### config.mk
export PLATFORM = sky130hd
export DESIGN_NAME = sync_fifo_gen_flat
export DESIGN_NICKNAME = d
export VERILOG_FILES = /design/src/rtl/sync_fifo_gen_if.sv /design/src/rtl/sync_fifo_gen.sv /design/src/flat_wrapper.sv
export SDC_FILE = /design/constraint.sdc
export NUM_CORES = 1
export LEC_CHECK = 0
export ABC_CLOCK_PERIOD_IN_PS = 8600
export CAP_MARGIN = 40
export CORE_MARGIN = 1
export CORE_UTILIZATION = 46
export DETAILED_ROUTE_END_ITERATION = 10
export DONT_BUFFER_PORTS = 1
export PLACE_DENSITY = 0.61
export SYNTH_ARGS = -nofsm -noshare
export SYNTH_HDL_FRONTEND = slang
export SYNTH_SLANG_ARGS = --single-unit
### constraint.sdc
create_clock -name clk -period 8.6 [get_ports clk]
set_input_delay 1.72 -clock clk [delete_from_list [all_inputs] [get_ports clk]]
set_output_delay 1.72 -clock clk [all_outputs]
set_load 0.02 [all_outputs]
### src/rtl/sync_fifo_gen_if.sv
// Producer/consumer handshake bundle for sync_fifo_gen.
// The FIFO sits on the slave modport; the user logic sits on the master modport.
interface sync_fifo_gen_if #(
  parameter int FIFO_WIDTH = 16,
  parameter int FIFO_DEPTH = 8
);
  localparam int CW = $clog2(FIFO_DEPTH + 1);

  logic                  flush;
  logic [FIFO_WIDTH-1:0] data_in;
  logic                  wr_en;
  logic                  rd_en;
  logic [FIFO_WIDTH-1:0] data_out;
  logic                  data_valid;
  logic                  wr_ack;
  logic                  overflow;
  logic                  underflow;
  logic                  full;
  logic                  empty;
  logic                  almostfull;
  logic                  almostempty;
  logic [CW-1:0]         count;

  modport master (
    output flush, data_in, wr_en, rd_en,
    input  data_out, data_valid, wr_ack, overflow, underflow,
    input  full, empty, almostfull, almostempty, count
  );

  modport slave (
    input  flush, data_in, wr_en, rd_en,
    output data_out, data_valid, wr_ack, overflow, underflow,
    output full, empty, almostfull, almostempty, count
  );
endinterface

### src/rtl/sync_fifo_gen.sv
// Single-clock FIFO with arbitrary depth, programmable almost-full/almost-empty
// thresholds, occupancy count, synchronous flush and a registered read port.
module sync_fifo_gen #(
  parameter int FIFO_WIDTH = 16,
  parameter int FIFO_DEPTH = 8,
  parameter int AF_LEVEL   = FIFO_DEPTH - 1,
  parameter int AE_LEVEL   = 1
) (
  input logic            clk,
  input logic            rst,
  sync_fifo_gen_if.slave bus
);
  localparam int CW = $clog2(FIFO_DEPTH + 1);
  localparam int PW = $clog2(FIFO_DEPTH);

  localparam logic [CW-1:0] DepthC = CW'(FIFO_DEPTH);
  localparam logic [CW-1:0] AfC    = CW'(AF_LEVEL);
  localparam logic [CW-1:0] AeC    = CW'(AE_LEVEL);
  localparam logic [PW-1:0] LastC  = PW'(FIFO_DEPTH - 1);

  logic [FIFO_WIDTH-1:0] mem [FIFO_DEPTH];

  logic [PW-1:0]         wr_ptr_q, rd_ptr_q;
  logic [CW-1:0]         count_q, count_d;
  logic [FIFO_WIDTH-1:0] data_out_q;
  logic                  data_valid_q, wr_ack_q, overflow_q, underflow_q;
  logic                  full, empty, wr_accept, rd_accept;

  // Flags depend only on the registered count, so there is no input-to-flag path.
  assign full  = (count_q == DepthC);
  assign empty = (count_q == '0);

  // Flush masks both requests so nothing is stored or popped in that cycle.
  assign wr_accept = bus.wr_en & ~full  & ~bus.flush;
  assign rd_accept = bus.rd_en & ~empty & ~bus.flush;

  always_comb begin
    count_d = count_q;
    unique case ({wr_accept, rd_accept})
      2'b10:   count_d = count_q + CW'(1);
      2'b01:   count_d = count_q - CW'(1);
      default: count_d = count_q;
    endcase
  end

  always_ff @(posedge clk) begin
    if (wr_accept) mem[wr_ptr_q] <= bus.data_in;
  end

  always_ff @(posedge clk or posedge rst) begin
    if (rst) begin
      wr_ptr_q     <= '0;
      rd_ptr_q     <= '0;
      count_q      <= '0;
      data_out_q   <= '0;
      data_valid_q <= 1'b0;
      wr_ack_q     <= 1'b0;
      overflow_q   <= 1'b0;
      underflow_q  <= 1'b0;
    end else if (bus.flush) begin
      wr_ptr_q     <= '0;
      rd_ptr_q     <= '0;
      count_q      <= '0;
      data_valid_q <= 1'b0;
      wr_ack_q     <= 1'b0;
      overflow_q   <= 1'b0;
      underflow_q  <= 1'b0;
    end else begin
      wr_ack_q     <= wr_accept;
      overflow_q   <= bus.wr_en & full;
      underflow_q  <= bus.rd_en & empty;
      data_valid_q <= rd_accept;
      count_q      <= count_d;
      if (wr_accept) wr_ptr_q <= (wr_ptr_q == LastC) ? '0 : wr_ptr_q + PW'(1);
      if (rd_accept) begin
        rd_ptr_q   <= (rd_ptr_q == LastC) ? '0 : rd_ptr_q + PW'(1);
        data_out_q <= mem[rd_ptr_q];
      end
    end
  end

  assign bus.full        = full;
  assign bus.empty       = empty;
  assign bus.almostfull  = (count_q >= AfC) && (count_q < DepthC);
  assign bus.almostempty = (count_q <= AeC) && (count_q != '0);
  assign bus.count       = count_q;
  assign bus.data_out    = data_out_q;
  assign bus.data_valid  = data_valid_q;
  assign bus.wr_ack      = wr_ack_q;
  assign bus.overflow    = overflow_q;
  assign bus.underflow   = underflow_q;
endmodule

### src/flat_wrapper.sv
// flat-port wrapper written by rule: the top's interface ports become plain ports
module sync_fifo_gen_flat 
#(
  parameter int FIFO_WIDTH = 16,
  parameter int FIFO_DEPTH = 8,
  parameter int AF_LEVEL   = FIFO_DEPTH - 1,
  parameter int AE_LEVEL   = 1
)
  (clk, rst, bus_flush, bus_data_in, bus_wr_en, bus_rd_en, bus_data_out, bus_data_valid, bus_wr_ack, bus_overflow, bus_underflow, bus_full, bus_empty, bus_almostfull, bus_almostempty, bus_count);
  sync_fifo_gen_if #(.FIFO_WIDTH(FIFO_WIDTH), .FIFO_DEPTH(FIFO_DEPTH)) bus_i ();
  input logic clk;
  input logic rst;
  input wire logic [$bits(bus_i.flush)-1:0] bus_flush;
  input wire logic [$bits(bus_i.data_in)-1:0] bus_data_in;
  input wire logic [$bits(bus_i.wr_en)-1:0] bus_wr_en;
  input wire logic [$bits(bus_i.rd_en)-1:0] bus_rd_en;
  output wire logic [$bits(bus_i.data_out)-1:0] bus_data_out;
  output wire logic [$bits(bus_i.data_valid)-1:0] bus_data_valid;
  output wire logic [$bits(bus_i.wr_ack)-1:0] bus_wr_ack;
  output wire logic [$bits(bus_i.overflow)-1:0] bus_overflow;
  output wire logic [$bits(bus_i.underflow)-1:0] bus_underflow;
  output wire logic [$bits(bus_i.full)-1:0] bus_full;
  output wire logic [$bits(bus_i.empty)-1:0] bus_empty;
  output wire logic [$bits(bus_i.almostfull)-1:0] bus_almostfull;
  output wire logic [$bits(bus_i.almostempty)-1:0] bus_almostempty;
  output wire logic [$bits(bus_i.count)-1:0] bus_count;
  assign bus_i.flush = bus_flush;
  assign bus_i.data_in = bus_data_in;
  assign bus_i.wr_en = bus_wr_en;
  assign bus_i.rd_en = bus_rd_en;
  assign bus_data_out = bus_i.data_out;
  assign bus_data_valid = bus_i.data_valid;
  assign bus_wr_ack = bus_i.wr_ack;
  assign bus_overflow = bus_i.overflow;
  assign bus_underflow = bus_i.underflow;
  assign bus_full = bus_i.full;
  assign bus_empty = bus_i.empty;
  assign bus_almostfull = bus_i.almostfull;
  assign bus_almostempty = bus_i.almostempty;
  assign bus_count = bus_i.count;
  sync_fifo_gen #(.FIFO_WIDTH(FIFO_WIDTH), .FIFO_DEPTH(FIFO_DEPTH), .AF_LEVEL(AF_LEVEL), .AE_LEVEL(AE_LEVEL)) u_core (.clk(clk), .rst(rst), .bus(bus_i));
endmodule
==> flow_summary.yaml <==
status:
  status: "finished clean"
min_path:
  hp-class: "reg2reg"
  hold_depth: 2
  hold_end: "u_core.bus.data_out[9]$_DFFE_PP0P_"
  hp-start: "u_core.bus.data_out[9]$_DFFE_PP0P_"
floorplan:
  core_sq_mm: 0.0132
  die-area_sq_mm: 0.0139
  start_util_pct: 47.0
  rows: 42
  pin_count: 49
  die_y_microns: 118
  die_w_microns: 118
critical_path:
  crit_required_ps: 6880
  worstPathMaxFanout: 6
  cp_cell_sequence: "inv_1 > ha_1 > nor4_1"
  criticalPathCategory: "reg2out"
  worst_setup_path_end_kind: "output pin"
  r2r_cells: 7
  worstPathArrival_ps: 2200
  crit_family: "simple AND/OR/NAND/NOR gates"
  ff2ff_setup_slack_ps: 5680
  r2r-start: "u_core.bus.count[0]$_DFFE_PP0P_"
  slowest_stage: "nor4_1"
  critPathBufInv: 1
  max_stage_delay_ps: 790
  worst_setup_path_start_kind: "flop"
  r2r-end: "u_core.mem[2][14]$_DFFE_PP_"
logic_synthesis:
  yosysWarnings: 0
  syn_area_sq_mm: 0.00620
  yosysTopAreaCell: "edfxtp_1"
  synth_area_leaders: "edfxtp_1, dfrtp_1, mux4_2"
  synth_nets: 361
  synth_top_area_share_pct: 62.0
  syn-instance-count: 332
  syn_avg_cell_area_sq_um: 18.7
  ys_seq_area_share_pct: 74.1
  synth_cell_types: 33
  ys_ff_latch: 158
layout:
  drive_above_1_share_pct: 22.5
  seqCellArea_sq_mm: 0.00460
  final_nets: 376
  syn2layout_area_growth_pct: 14.2
  n_fill_cell: 1031
  layout_commonest_cell: "edfxtp_1"
  diodes: 0
  final_area_sq_mm: 0.00708
  final_cell_mix: "edfxtp_1, mux4_2, nor2_1"
  multi_input_area_sq_mm: 0.00152
  fin_util_pct: 53.7
timing:
  finalSetupTns_ps: 0
  finalCriticalPeriod_ps: 3920
  max_slew_margin_pct: 41.0
  hold_viol_final: 0
  maxSlewViolCount: 0
  finalSetupViolCount: 0
  fin_worst_skew_ps: 6.65
  max_freq_mhz: 255
  rsz0062_at_grt: "false"
  fin_ws_ps: 4680
  fin_crit_sh_pct: 45.6
  tightestPinTransition_ps: 876
cts:
  cts.root.buffer_cell: "clkbuf_16"
  cts.sinks: 158
  numCtsBuffers: 17
  cts_max_level: 4
  clock_latency_ps: 410
  cts_hold_buf: 0
  clk_pin_slew_ps: 60
  cts_tree: "done"
  cts_setup_buffers: 0
  ctsLongestPathBuffers: 2
  cts_resized: 0
placed_design:
  dp_hpwl_microns: 7140
  place_area_sq_mm: 0.00648
  dp_slack_ps: 4960
  port_buffers: 0
  place.gp.congestion: 0.767
power:
  p_per_area_mw_per_mm2: 296
  fin_total_pwr_uw: 2090
  peakVddDrop_uv: 141
  leakagePower_uw: 0.00235
routing:
  drc_errors: 0
  ant_nets: 0
  drtIter0Drc: 256
  viasPerCell: 5.51
  post_drt_wl_per_cell_microns: 21.3
  dr.pass1.iters: 4
  top_layer_used: "met4"
  via_count: 2951
  totalWireLength_microns: 11400
  wl_met3_microns: 560
  wl_met1_microns: 4870
  route.met2.wl_microns: 5790
global_routing:
  grt_max_degree: 27
  grt_pass1_wl_microns: 18300
  grtUsageTotal_pct: 18.0
  overflow: 0
  grt_pass1_vias: 3161
  antenna_found_initial: 0
flow_run:
  drv_cap: 0
-- synth_stat cells --
| library cell | count |
|---|---|
| a211oi_1 | 1 |
| a211oi_4 | 1 |
| a21oi_1 | 23 |
| and3b_1 | 1 |
| buf_1 | 1 |
| buf_2 | 6 |
| buf_6 | 1 |
| clkbuf_1 | 9 |
| dfrtp_1 | 30 |
| edfxtp_1 | 128 |
| ha_1 | 8 |
| inv_1 | 4 |
| mux2_1 | 1 |
| mux2i_1 | 19 |
| mux4_2 | 32 |
| nand2_1 | 8 |
| nand2b_1 | 5 |
| nand2b_4 | 1 |
| nand3_1 | 2 |
| nand4b_1 | 1 |
| nor2_1 | 32 |
| nor2b_1 | 2 |
| nor3_1 | 5 |
| nor3b_1 | 1 |
| nor3b_2 | 1 |
| nor4_1 | 1 |
| o2111ai_1 | 1 |
| o211ai_1 | 1 |
| o21ai_0 | 1 |
| o21ai_1 | 1 |
| or3_1 | 1 |
| xnor2_1 | 1 |
| xor2_1 | 2 |
-- flip-flops by register name, indices dropped and copies added, names as in the netlist --
| register | flops |
|---|---|
| u_core.mem | 128 |
| u_core.bus.data_out | 16 |
| u_core.bus.wr_ack | 1 |
| u_core.rd_ptr_q | 3 |
| u_core.bus.count | 4 |
| u_core.wr_ptr_q | 3 |
| u_core.bus.data_valid | 1 |
| u_core.bus.overflow | 1 |
| u_core.bus.underflow | 1 |
-- cells by family after synthesis --
logic type	Yosys count	synth area share, %
adder cells (fa/ha/maj)	8	1.61
flip-flops	158	74.1
multiplexers	52	14.9
buffers and inverters	21	1.51
XOR/XNOR	3	0.424
AO/OA/AOI/OAI	29	2.73
AND/OR/NAND/NOR	61	4.72
-- routing by layer --
metal	GRT usage, %	vias up
met5	0	-
li1	-	1332
met1	22.9	1529
met4	6.65	0
met3	6.15	15
met2	28.8	75
-- worst max-delay path by stage --
stage,from,to,cells past startpoint
finish,u_core.bus.count[0]$_DFFE_PP0P_,bus_almostempty,3
global route,u_core.bus.count[0]$_DFFE_PP0P_,bus_almostempty,3
CTS,u_core.bus.count[0]$_DFFE_PP0P_,bus_almostempty,3
detailed placement,bus_flush,u_core.mem[2][0]$_DFFE_PP_,5
global placement,bus_flush,u_core.mem[3][15]$_DFFE_PP_,5
floorplan,bus_wr_en,u_core.mem[0][0]$_DFFE_PP_,5
-- where the power goes --
part	switching, uW	leakage [uW]	internal (uW)
clock network	287	0.000277	462
logic	179	0.000552	160
registers	114	0.00152	891
-- final cells by class --
cell class	count	share of cell area [%]
sequential	158	64.9
tap	176	3.11
clock buffer	21	6.36
multi-input combinational	153	21.5
clock inverter	11	2.02
timing repair buffer	13	1.84
inverter	4	0.212
-- worst min-delay path: cells and delay by family, from the launching register on --
family | cells | cell delay, ps
AOI/OAI and AO/OA | 1 | 40
and+or+nand+nor | 1 | 130
DFF | 1 | 450
-- through the flow --
stage,std cells,hold WS (ps)
final,536,663
after global routing,536,684
after CTS,536,668
after detailed placement,504,650
after global placement,502,621
after floorplan,332,544
No activity file was read; power rests on OpenSTA's default activity.
